**src/rtl/axi_rr_burst_arbiter_pkg.sv**
```systemverilog
// axi_rr_burst_arbiter_pkg: shared crossbar types and index sizing for the burst arbiter.
package axi_rr_burst_arbiter_pkg;
  typedef enum logic {ARB_IDLE, ARB_LOCKED} arb_state_e;
  function automatic int idx_w(input int n);
    return n > 2 ? $clog2(n) : 1;
  endfunction
endpackage

```
**src/rtl/axi_rr_burst_arbiter_onehot_or_merge.sv**
```systemverilog
// axi_rr_burst_arbiter_onehot_or_merge: masks each input by its one-hot select bit and OR-reduces them.
module axi_rr_burst_arbiter_onehot_or_merge #(
  parameter int NUM   = 2,
  parameter int WIDTH = 64
) (
  input  logic [NUM-1:0]   sel,
  input  logic [WIDTH-1:0] din [NUM],
  output logic [WIDTH-1:0] dout
);
  always_comb begin
    dout = '0;
    for (int i = 0; i < NUM; i++) dout = dout | (din[i] & {WIDTH{sel[i]}});
  end
endmodule

```
**src/rtl/axi_rr_burst_arbiter.sv**
```systemverilog
// axi_rr_burst_arbiter: round-robin N-to-1 arbiter that locks a registered one-hot grant for a whole burst.
module axi_rr_burst_arbiter
  import axi_rr_burst_arbiter_pkg::*;
#(
  parameter int NUM   = 2,
  parameter int WIDTH = 64
) (
  input  logic             clk,
  input  logic             rst_n,
  input  logic [NUM-1:0]   src_valid,
  input  logic [NUM-1:0]   src_last,
  input  logic [WIDTH-1:0] src_data [NUM],
  output logic [NUM-1:0]   src_ready,
  output logic             dst_valid,
  output logic             dst_last,
  output logic [WIDTH-1:0] dst_data,
  input  logic             dst_ready,
  output logic [NUM-1:0]   grant
);
  localparam int IW = idx_w(NUM);
  arb_state_e state;
  logic [IW-1:0] rr_ptr, gidx, pick, off;
  logic [IW:0] sum;
  logic [NUM-1:0] rot;
  logic [0:0] valid_v [NUM];
  logic [0:0] last_v [NUM];
  always_comb begin
    rot = NUM'({src_valid, src_valid} >> rr_ptr);
    off = '0;
    for (int i = NUM - 1; i >= 0; i--) off = rot[i] ? IW'(i) : off;
    sum = {1'b0, rr_ptr} + {1'b0, off};
    pick = sum >= (IW+1)'(NUM) ? IW'(sum - (IW+1)'(NUM)) : IW'(sum);
  end
  always_comb begin
    for (int i = 0; i < NUM; i++) begin
      valid_v[i] = src_valid[i];
      last_v[i]  = src_last[i];
    end
  end
  axi_rr_burst_arbiter_onehot_or_merge #(.NUM(NUM), .WIDTH(WIDTH)) u_data (
    .sel(grant), .din(src_data), .dout(dst_data));
  axi_rr_burst_arbiter_onehot_or_merge #(.NUM(NUM), .WIDTH(1)) u_valid (
    .sel(grant), .din(valid_v), .dout(dst_valid));
  axi_rr_burst_arbiter_onehot_or_merge #(.NUM(NUM), .WIDTH(1)) u_last (
    .sel(grant), .din(last_v), .dout(dst_last));
  assign src_ready = grant & {NUM{dst_ready}};
  // grant is zero whenever IDLE, so the merges alone keep outputs quiet during arbitration
  always_ff @(posedge clk or negedge rst_n) begin
    if (!rst_n) begin
      state  <= ARB_IDLE;
      grant  <= '0;
      rr_ptr <= '0;
      gidx   <= '0;
    end else if (state == ARB_IDLE) begin
      if (|src_valid) begin
        state <= ARB_LOCKED;
        grant <= NUM'(1) << pick;
        gidx  <= pick;
      end
    end else if (dst_valid && dst_ready && dst_last) begin
      state  <= ARB_IDLE;
      grant  <= '0;
      rr_ptr <= (gidx == IW'(NUM - 1)) ? '0 : gidx + IW'(1);
    end
  end
endmodule

```
**config.mk**
```make
export PLATFORM = sky130hd
export DESIGN_NAME = axi_rr_burst_arbiter
export DESIGN_NICKNAME = d
export VERILOG_FILES = /design/src/rtl/axi_rr_burst_arbiter_pkg.sv /design/src/rtl/axi_rr_burst_arbiter_onehot_or_merge.sv /design/src/rtl/axi_rr_burst_arbiter.sv
export SDC_FILE = /design/constraint.sdc
export NUM_CORES = 1
export LEC_CHECK = 0
export BUFFER_PORTS_ARGS = -buffer_cell sky130_fd_sc_hd__clkbuf_2
export CORE_AREA = 2 2 80 82
export CTS_CLUSTER_DIAMETER = 200
export CTS_CLUSTER_SIZE = 28
export DETAILED_ROUTE_END_ITERATION = 7
export DIE_AREA = 0 0 82 84
export GPL_TIMING_DRIVEN = 0
export PLACE_DENSITY_LB_ADDON = 0.2
export SLEW_MARGIN = 5
export SYNTH_ARGS = -nofsm -noshare
export SYNTH_HDL_FRONTEND = slang
export SYNTH_SLANG_ARGS = --single-unit
```
**constraint.sdc**
```tcl
create_clock -name clk -period 2.5 [get_ports clk]
set_clock_uncertainty 0.15 [all_clocks]
set_input_delay 0.5 -clock clk [delete_from_list [all_inputs] [get_ports clk]]
set_output_delay 0.5 -clock clk [all_outputs]
set_load 0.01 [all_outputs]
```
Yosys cells after proc, flatten, opt, wreduce, memory -nomap -nowiden --
Index checks and enable logic that the tools add are counted.
Storage, ports and cells: register bits 5, bits of input ports 135, output and inout port bits 70, logic and storage cells 39
Operators by class: add/subtract/negate cells 3, $lt $le $gt $ge 1, equality and inequality tests 1, shift operators 2, multiplexer cells 10, bitwise logic cells 11, reduce and logical (&&, ||, !) cells 7
Operator list (count):
- 64-bit AND | 2
- 64-bit OR | 1
- 1-bit two-way mux | 7
- 2-bit two-way mux | 3
- 2-bit AND reduction | 3
- 1-bit AND | 4
- 4-bit by 1-bit right shift with 2-bit output | 1
- 1-bit by 1-bit adder with 2-bit output | 1
- 2-bit AND | 1
- 2-bit greater-or-equal comparator (second input constant) | 1
- 1-bit logical AND | 2
- 2-bit by 1-bit != test with 1-bit output (second input constant) | 1
- 1-bit OR | 2
- 2-bit nonzero test | 1
- 2-bit OR reduction | 1
- 1-bit by 1-bit left shift with 2-bit output (first input constant) | 1
- 1-bit adder (second input constant) | 1
- 1-bit NOT | 1
- 1-bit subtractor (second input constant) | 1

Depth between registers and ports, before layout --
Gate-level depths: netlist (run 1).
depth after elaboration 9, mapped depth 4, depth with buffers taken out 3

Modules after synthesis --
A second synthesis (run 1) with hierarchy kept.
Unflattened totals: cell total of the unflattened synthesis 100, area, all modules 959.7 µm²
By module, submodules not included:
- axi_rr_burst_arbiter_onehot_or_merge at u_data | instances 1, cells each 78, area an instance 723.2 µm², seq. area each 0.0 µm²
- axi_rr_burst_arbiter | instances 1, cells each 20, area an instance 219.0 µm², seq. area each 125.1 µm²
- axi_rr_burst_arbiter_onehot_or_merge at u_last ... | instances 2, cells each 1, area an instance 8.8 µm², seq. area each 0.0 µm²

Least setup slack after synthesis (run 1) --
OpenSTA, ideal clock, no wires.
path type register -> output, start register grant[0], end output port dst_data[24], arrival 1.010 ns, data required time 1.850 ns, path slack 0.840 ns, cell stages (with the launch flop) 4, path buffers 2, path through dfrtp_1 -> buf_4 -> buf_2 -> a22o_1
Between the ends: longest elaborated chain between the ends 2
RTL lines:
- start: declaration | RTL line axi_rr_burst_arbiter.sv:18 | output logic [NUM-1:0] grant
- start signal: assignment | RTL line axi_rr_burst_arbiter.sv:57 | grant <= NUM'(1) << pick;
- 64-bit AND | RTL line axi_rr_burst_arbiter_onehot_or_merge.sv:12 | for (int i = 0; i < NUM; i++) dout = dout | (din[i] & {WIDTH{sel[i]}});
- 64-bit OR | RTL line axi_rr_burst_arbiter_onehot_or_merge.sv:12
- end: declaration | RTL line axi_rr_burst_arbiter.sv:16 | output logic [WIDTH-1:0] dst_data,
No other way between the ends.

Final worst setup path (run 1) --
start register grant[1], end output port dst_data[57]
The elaborated chain is that of the path after synthesis.

==> results of run 1 <==
-- layer usage --
metal	wire (µm)	global-route usage (%)	vias to the layer above
met5	0	0	-
met4	31	2.73	0
met3	515	3.46	4
met2	2590	23.4	79
met1	1970	15.6	748
li1	-	-	858
-- report_power, final --
group,switching [W],leakage (nW),internal (W)
clock network,0.0000372,0.0228,0.000109
registers,0.0000339,0.0576,0.000113
logic,0.000812,1.23,0.000734
total,0.000883,1.31,0.000957
-- area by class of cell --
class | count | share of cell area [%]
Buffer | 14 | 3.29
Tap cell | 77 | 4.70
Clock buffer | 4 | 2.20
Timing Repair Buffer | 205 | 50.3
Multi-Input combinational cell | 81 | 32.6
Antenna cell | 2 | 0.244
Inverter | 3 | 0.549
Sequential cell | 5 | 6.10
-- worst paths after layout --
check / start / endpoint / slack, ns / cells past startpoint
worst max-delay path: grant[1]$_DFFE_PN0P_ / dst_data[57] / 0.35 / 4
worst min-delay path: gidx$_DFFE_PN0P_ / rr_ptr$_DFFE_PN0P_ / 0.30 / 1
max in group asynchronous: rst_n / gidx$_DFFE_PN0P_ / 1.56 / 2
worst min register to register: gidx$_DFFE_PN0P_ / rr_ptr$_DFFE_PN0P_ / 0.30 / 1
min in group asynchronous: rst_n / state$_DFF_PN0_ / 0.50 / 2
worst max register to register: grant[1]$_DFFE_PN0P_ / grant[1]$_DFFE_PN0P_ / 1.17 / 3
-- stage by stage --
stage          utilization, %  setup slack [ns]  hold slack, ns  cells  area [µm²]
3_5_place_dp             32.7             0.534           0.175    384        1990
3_3_place_gp             32.7             0.561           0.172    384        1990
5_1_grt                  33.6             0.205           0.323    389        2050
4_1_cts                  33.6             0.296           0.304    389        2050
2_1_floorplan               -             0.840          0.0544    103         873
6_report                 33.6             0.350           0.302    391        2050
-- cell families after synthesis --
kind of cell	Yosys count	share of synthesized area (%)
AO/OA/AOI/OAI	71	70.1
buffers and inverters	17	9.03
flip-flops	5	14.3
multiplexers	1	1.15
AND/OR/NAND/NOR	9	5.44
-- registers in the layout (all words and copies together), names as in the netlist --
register	cells
grant	2
gidx	1
rr_ptr	1
state	1
-- cell usage after synthesis (all sizes together) --
master  number  area, µm²
a211o        1       8.76
a22o        66        578
and2         2       12.5
and4         1       11.3
buf         10       52.6
clkbuf       4       15.0
dfrtp        5        125
inv          3       11.3
mux2i        1       10.0
nand2        4       15.0
nor2         1       3.75
nor3         1       5.00
o211ai       1       7.51
o21ai        2       10.0
o21bai       1       7.51
-- what timing repair did --
action	4_1_cts	5_1_grt
hold buffers	1	0
endpoints found under the hold margin	5	0
gates resized for setup	0	0
==> metrics.log, run 1 <==
INFO  metric most_common_cell_after_layout_fill_and_taps_aside = sky130_fd_sc_hd__clkbuf_2
INFO  metric coreArea = 6100 µm²
INFO  metric total_detailed_routing_wirelength = 5.11 mm
INFO  metric grt_pass1_vias = 1,487
INFO  metric critical_path.top_delay_family = buffers and inverters
INFO  metric worstHoldPathType = reg2reg
INFO  metric count_of_vias_placed_by_the_detailed_router = 1,689
INFO  metric synth.avg_cell_area = 8.48 µm²
INFO  metric area.growth.synth_to_final = 135%
INFO  metric post-dp-hpwl = 4.45 mm
INFO  metric cts-root-to-sink-buffers = 2
INFO  metric synth_area = 873 µm²
INFO  metric slowest_stage_delay_cp = 0.45 ns
INFO  metric power.density_cell_area = 897 nW/µm²
INFO  metric cts_tree = done
INFO  metric post-layout-total-power = 0.00184 W
INFO  metric period_utilization = 86.0%
INFO  metric layout.nets = 448
INFO  metric cts_num_sinks = 5
INFO  metric vias_per_cell = 4.32
INFO  metric detail_route.wl_per_cell = 13.1 µm
INFO  metric finalSetupViolCount = 0
INFO  metric number_of_violations_reported_at_the_end_of_detailed_routing_iteration_0 = 42
INFO  metric critical_path.cell_chain = buf_2 -> buf_2 -> a22o_1 -> clkbuf_2
INFO  metric antenna_violating_nets_post_route = 0
INFO  metric mostFrequentLayoutCells = sky130_fd_sc_hd__clkbuf_2 (204), sky130_fd_sc_hd__a22o_1 (66), sky130_fd_sc_hd__buf_2 (9)
INFO  metric grt_usage = 13.2%
INFO  metric dieWidth = 82 µm
INFO  metric critPathBufInv = 3
INFO  metric total_global_routing_overflow = 0
INFO  metric starting_density_of_the_core = 14.3%
INFO  metric timing.max_cap.violations = 0
INFO  metric maxClockFrequency = 0.465 GHz
INFO  metric portBuffers = 204
INFO  metric clock-root-buffer = sky130_fd_sc_hd__clkbuf_8
INFO  metric worstMarginPinSlew = 0.449 ns
INFO  metric cts_inserted_buffers = 3
INFO  metric mappedNetlistNets = 238
INFO  metric final_max_slew_viol_count = 0
INFO  metric gp_congestion = 0.764
INFO  metric outcome = finished clean
INFO  metric antenna_found_initial = 2
INFO  metric worst_ep_arrival_time = 1.50 ns
INFO  metric multi_input_area = 669 µm²
INFO  metric grt_first_pass_wirelength = 7.16 mm
INFO  metric vdd.ir_drop.worst = 0.334 mV
INFO  metric relSlewSlack = 70.1%
INFO  metric cts_htree_levels = 1
INFO  metric insertion_delay = 0.22 ns
INFO  metric leakagePower = 1.31 nW
INFO  metric sequential_area_share_after_synthesis = 14.3%
INFO  metric worstSetupPathType = reg2out
INFO  metric grt_start_max_net_pins = 11
INFO  metric drc = 0
INFO  metric yosys_warnings = 0
INFO  metric yosysUniqueCellTypes = 16
INFO  metric final_hold_viol_count = 0
INFO  metric totalNegativeSetupSlack = 0 ns
INFO  metric critical_path.max_fanout = 10
INFO  metric critPathCaptureType = primary output
INFO  metric first_pass_iters = 4
INFO  metric fillers = 671
INFO  metric syn_inst = 103
INFO  metric startpoint_type = flip-flop
INFO  metric postSynthRegisterBits = 5
INFO  metric layout.area.seq = 125 µm²
INFO  metric clk_pin_slew_worst_paths = 0.03 ns
INFO  metric dieArea = 6890 µm²
INFO  metric layout-drive-gt1-share = 69.9%
INFO  metric layout_min_cycle_time = 2.15 ns
INFO  metric worst_ep_required_time = 1.85 ns
INFO  metric cts_setup_buffers = 0
INFO  metric dieHeight = 84 µm
INFO  metric num_io_pins = 205
INFO  metric critical-path-slowest-cell = sky130_fd_sc_hd__dfrtp_1
INFO  metric total_number_of_placement_rows = 29
INFO  metric worst_path_most_repeated_cell = sky130_fd_sc_hd__buf_2
INFO  metric rsz0062_at_grt = no
Power figures use the tool's default switching activity.
==> run 2: changes to the inputs <==
Settings changed: CORE_AREA 2 2 80 82 to 2 2 79 81, DIE_AREA 0 0 82 84 to 0 0 81 83.
Clock period 2.5 ns to 2.3 ns, I/O delays scaled along.
==> metrics.log, run 2 (synthesis gave the netlist of run 1 again) <==
INFO  metric regToRegEndpoint = grant[0]$_DFFE_PN0P_
INFO  metric total_global_routing_overflow = 0
INFO  metric critical_path.cell_chain = buf_2 -> buf_2 -> a22o_1 -> clkbuf_2
INFO  metric worstSetupPathType = reg2out
INFO  metric total_number_of_placement_rows = 28
INFO  metric first_pass_iters = 4
INFO  metric critical_path.max_fanout = 10
INFO  metric highest_routed_layer = met4
INFO  metric post_cts_hold_buffer_count = 1
INFO  metric critPathBufInv = 3
INFO  metric drc = 0
INFO  metric cts-root-to-sink-buffers = 2
INFO  metric layout.nets = 448
INFO  metric clock-root-buffer = sky130_fd_sc_hd__clkbuf_8
INFO  metric worst_path_most_repeated_cell = sky130_fd_sc_hd__buf_2
INFO  metric clk_pin_slew_worst_paths = 0.04 ns
INFO  metric dp.cells = 382
INFO  metric number_of_violations_reported_at_the_end_of_detailed_routing_iteration_0 = 32
INFO  metric num_io_pins = 205
INFO  metric relSlewSlack = 69.2%
INFO  metric dieWidth = 81 µm
INFO  metric timing.max_cap.violations = 0
INFO  metric most_common_cell_after_layout_fill_and_taps_aside = sky130_fd_sc_hd__clkbuf_2
INFO  metric grt_pass1_vias = 1,599
INFO  metric worstMarginPinSlew = 0.462 ns
INFO  metric coreArea = 5820 µm²
INFO  metric post-dp-hpwl = 4.45 mm
INFO  metric startpoint_type = flip-flop
INFO  metric wl_met1 = 1.99 mm
INFO  metric layout_min_cycle_time = 2.11 ns
INFO  metric holdPathStages = 1
INFO  metric maxClockFrequency = 0.473 GHz
INFO  metric period_utilization = 91.9%
INFO  metric count_of_vias_placed_by_the_detailed_router = 1,707
INFO  metric layout-drive-gt1-share = 70.2%
INFO  metric cts_inserted_buffers = 3
INFO  metric dieHeight = 83 µm
INFO  metric critical_path.top_delay_family = buffers and inverters
INFO  metric met2RoutedLength = 2.69 mm
INFO  metric fin_cells = 387
INFO  metric antenna_found_initial = 0
INFO  metric gp_congestion = 0.765
INFO  metric insertion_delay = 0.22 ns
INFO  metric antenna_violating_nets_post_route = 0
INFO  metric area.growth.synth_to_final = 134%
INFO  metric grt_start_max_net_pins = 11
INFO  metric rsz0062_at_grt = no
INFO  metric cts_setup_buffers = 0
INFO  metric cts_num_sinks = 5
INFO  metric hp-start = gidx$_DFFE_PN0P_
INFO  metric cts_htree_levels = 1
INFO  metric finalSetupViolCount = 0
INFO  metric totalNegativeSetupSlack = 0 ns
INFO  metric hold_end = rr_ptr$_DFFE_PN0P_
INFO  metric antenna_cells_inserted = 0
INFO  metric leakagePower = 1.32 nW
INFO  metric cts.repair.resized = 0
INFO  metric outcome = finished clean
INFO  metric worstHoldPathType = reg2reg
INFO  metric final_hold_viol_count = 0
INFO  metric final_max_slew_viol_count = 0
INFO  metric worstReg2RegStart = grant[0]$_DFFE_PN0P_
INFO  metric grt_first_pass_wirelength = 7.49 mm
INFO  metric critical-path-slowest-cell = sky130_fd_sc_hd__dfrtp_1
INFO  metric met3WireLength = 384 µm
INFO  metric rrSetupSlack = 0.97 ns
INFO  metric top_register = grant
INFO  metric worst-r2r-cell-count = 4
INFO  metric slowest_stage_delay_cp = 0.45 ns
INFO  metric total_detailed_routing_wirelength = 5.13 mm
INFO  metric worst_ep_required_time = 1.69 ns
INFO  metric vdd.ir_drop.worst = 0.417 mV
INFO  metric portBuffers = 204
INFO  metric largest_register_ffs = 2
INFO  metric cts_tree = done
INFO  metric critPathCaptureType = primary output
INFO  metric vias_per_cell = 4.41
INFO  metric grt_usage = 13.5%
INFO  metric worst_ep_arrival_time = 1.50 ns
INFO  metric starting_density_of_the_core = 15.0%
INFO  metric fillers = 637
INFO  metric power.density_cell_area = 983 nW/µm²
INFO  metric dieArea = 6720 µm²
INFO  metric mostFrequentLayoutCells = sky130_fd_sc_hd__clkbuf_2 (204), sky130_fd_sc_hd__a22o_1 (66), sky130_fd_sc_hd__buf_2 (9)
INFO  metric detail_route.wl_per_cell = 13.2 µm
-- run 2: routing by layer --
metal	vias up	global-route usage [%]
met2	81	26.5
met3	6	1.30
met5	-	0
li1	856	-
met1	764	15.1
met4	0	3.08
-- run 2: worst max-delay path by stage --
| stage | from | endpoint | slack, ns | cells after the start |
|---|---|---|---|---|
| after CTS | grant[1]$_DFFE_PN0P_ | dst_data[47] | 0.16 | 4 |
| after global routing | grant[1]$_DFFE_PN0P_ | dst_data[42] | 0.06 | 4 |
| after floorplan | grant[0]$_DFFE_PN0P_ | dst_data[24] | 0.68 | 3 |
| after detailed placement | grant[1]$_DFFE_PN0P_ | dst_data[47] | 0.41 | 4 |
| after global placement | grant[1]$_DFFE_PN0P_ | dst_data[31] | 0.40 | 4 |
| final | grant[1]$_DFFE_PN0P_ | dst_data[47] | 0.19 | 4 |
-- run 2: per-stage QoR --
step	setup slack (ns)	area, µm²	total power [W]	utilization [%]	hold WS (ns)
after CTS	0.162	2040	0.00204	35.2	0.312
after global routing	0.0643	2040	0.00219	35.2	0.340
after floorplan	0.680	873	0.00115	-	0.0144
after detailed placement	0.408	1990	0.00187	34.2	0.137
after global placement	0.398	1990	0.00187	34.2	0.132
final	0.187	2040	0.00201	35.2	0.308
-- run 2: layout make-up --
type	count	area, µm²	area share, %
clock inverter	1	5.00	0.245
sequential	5	125	6.12
buffer	14	67.6	3.30
timing repair buffer	205	1030	50.4
inverter	3	11.3	0.551
tap	75	93.8	4.59
multi-input combinational	81	669	32.7
clock buffer	3	41.3	2.02
-- run 2: worst reg2reg max path, delay by kind of cell, from the launching register on --
kind                   cells  cell delay, ns
buffers and inverters      2            0.44
DFF                        1            0.43
AOI/OAI and AO/OA          1            0.16
and+or+nand+nor            1            0.07
-- run 2: report_power, final --
group          total, W  internal [W]  leakage [nW]  switching, W
Sequential     0.000159      0.000123        0.0576     0.0000367
Combinational   0.00169      0.000799          1.23      0.000890
Clock          0.000161      0.000116        0.0255     0.0000449
Total           0.00201       0.00104          1.32      0.000972
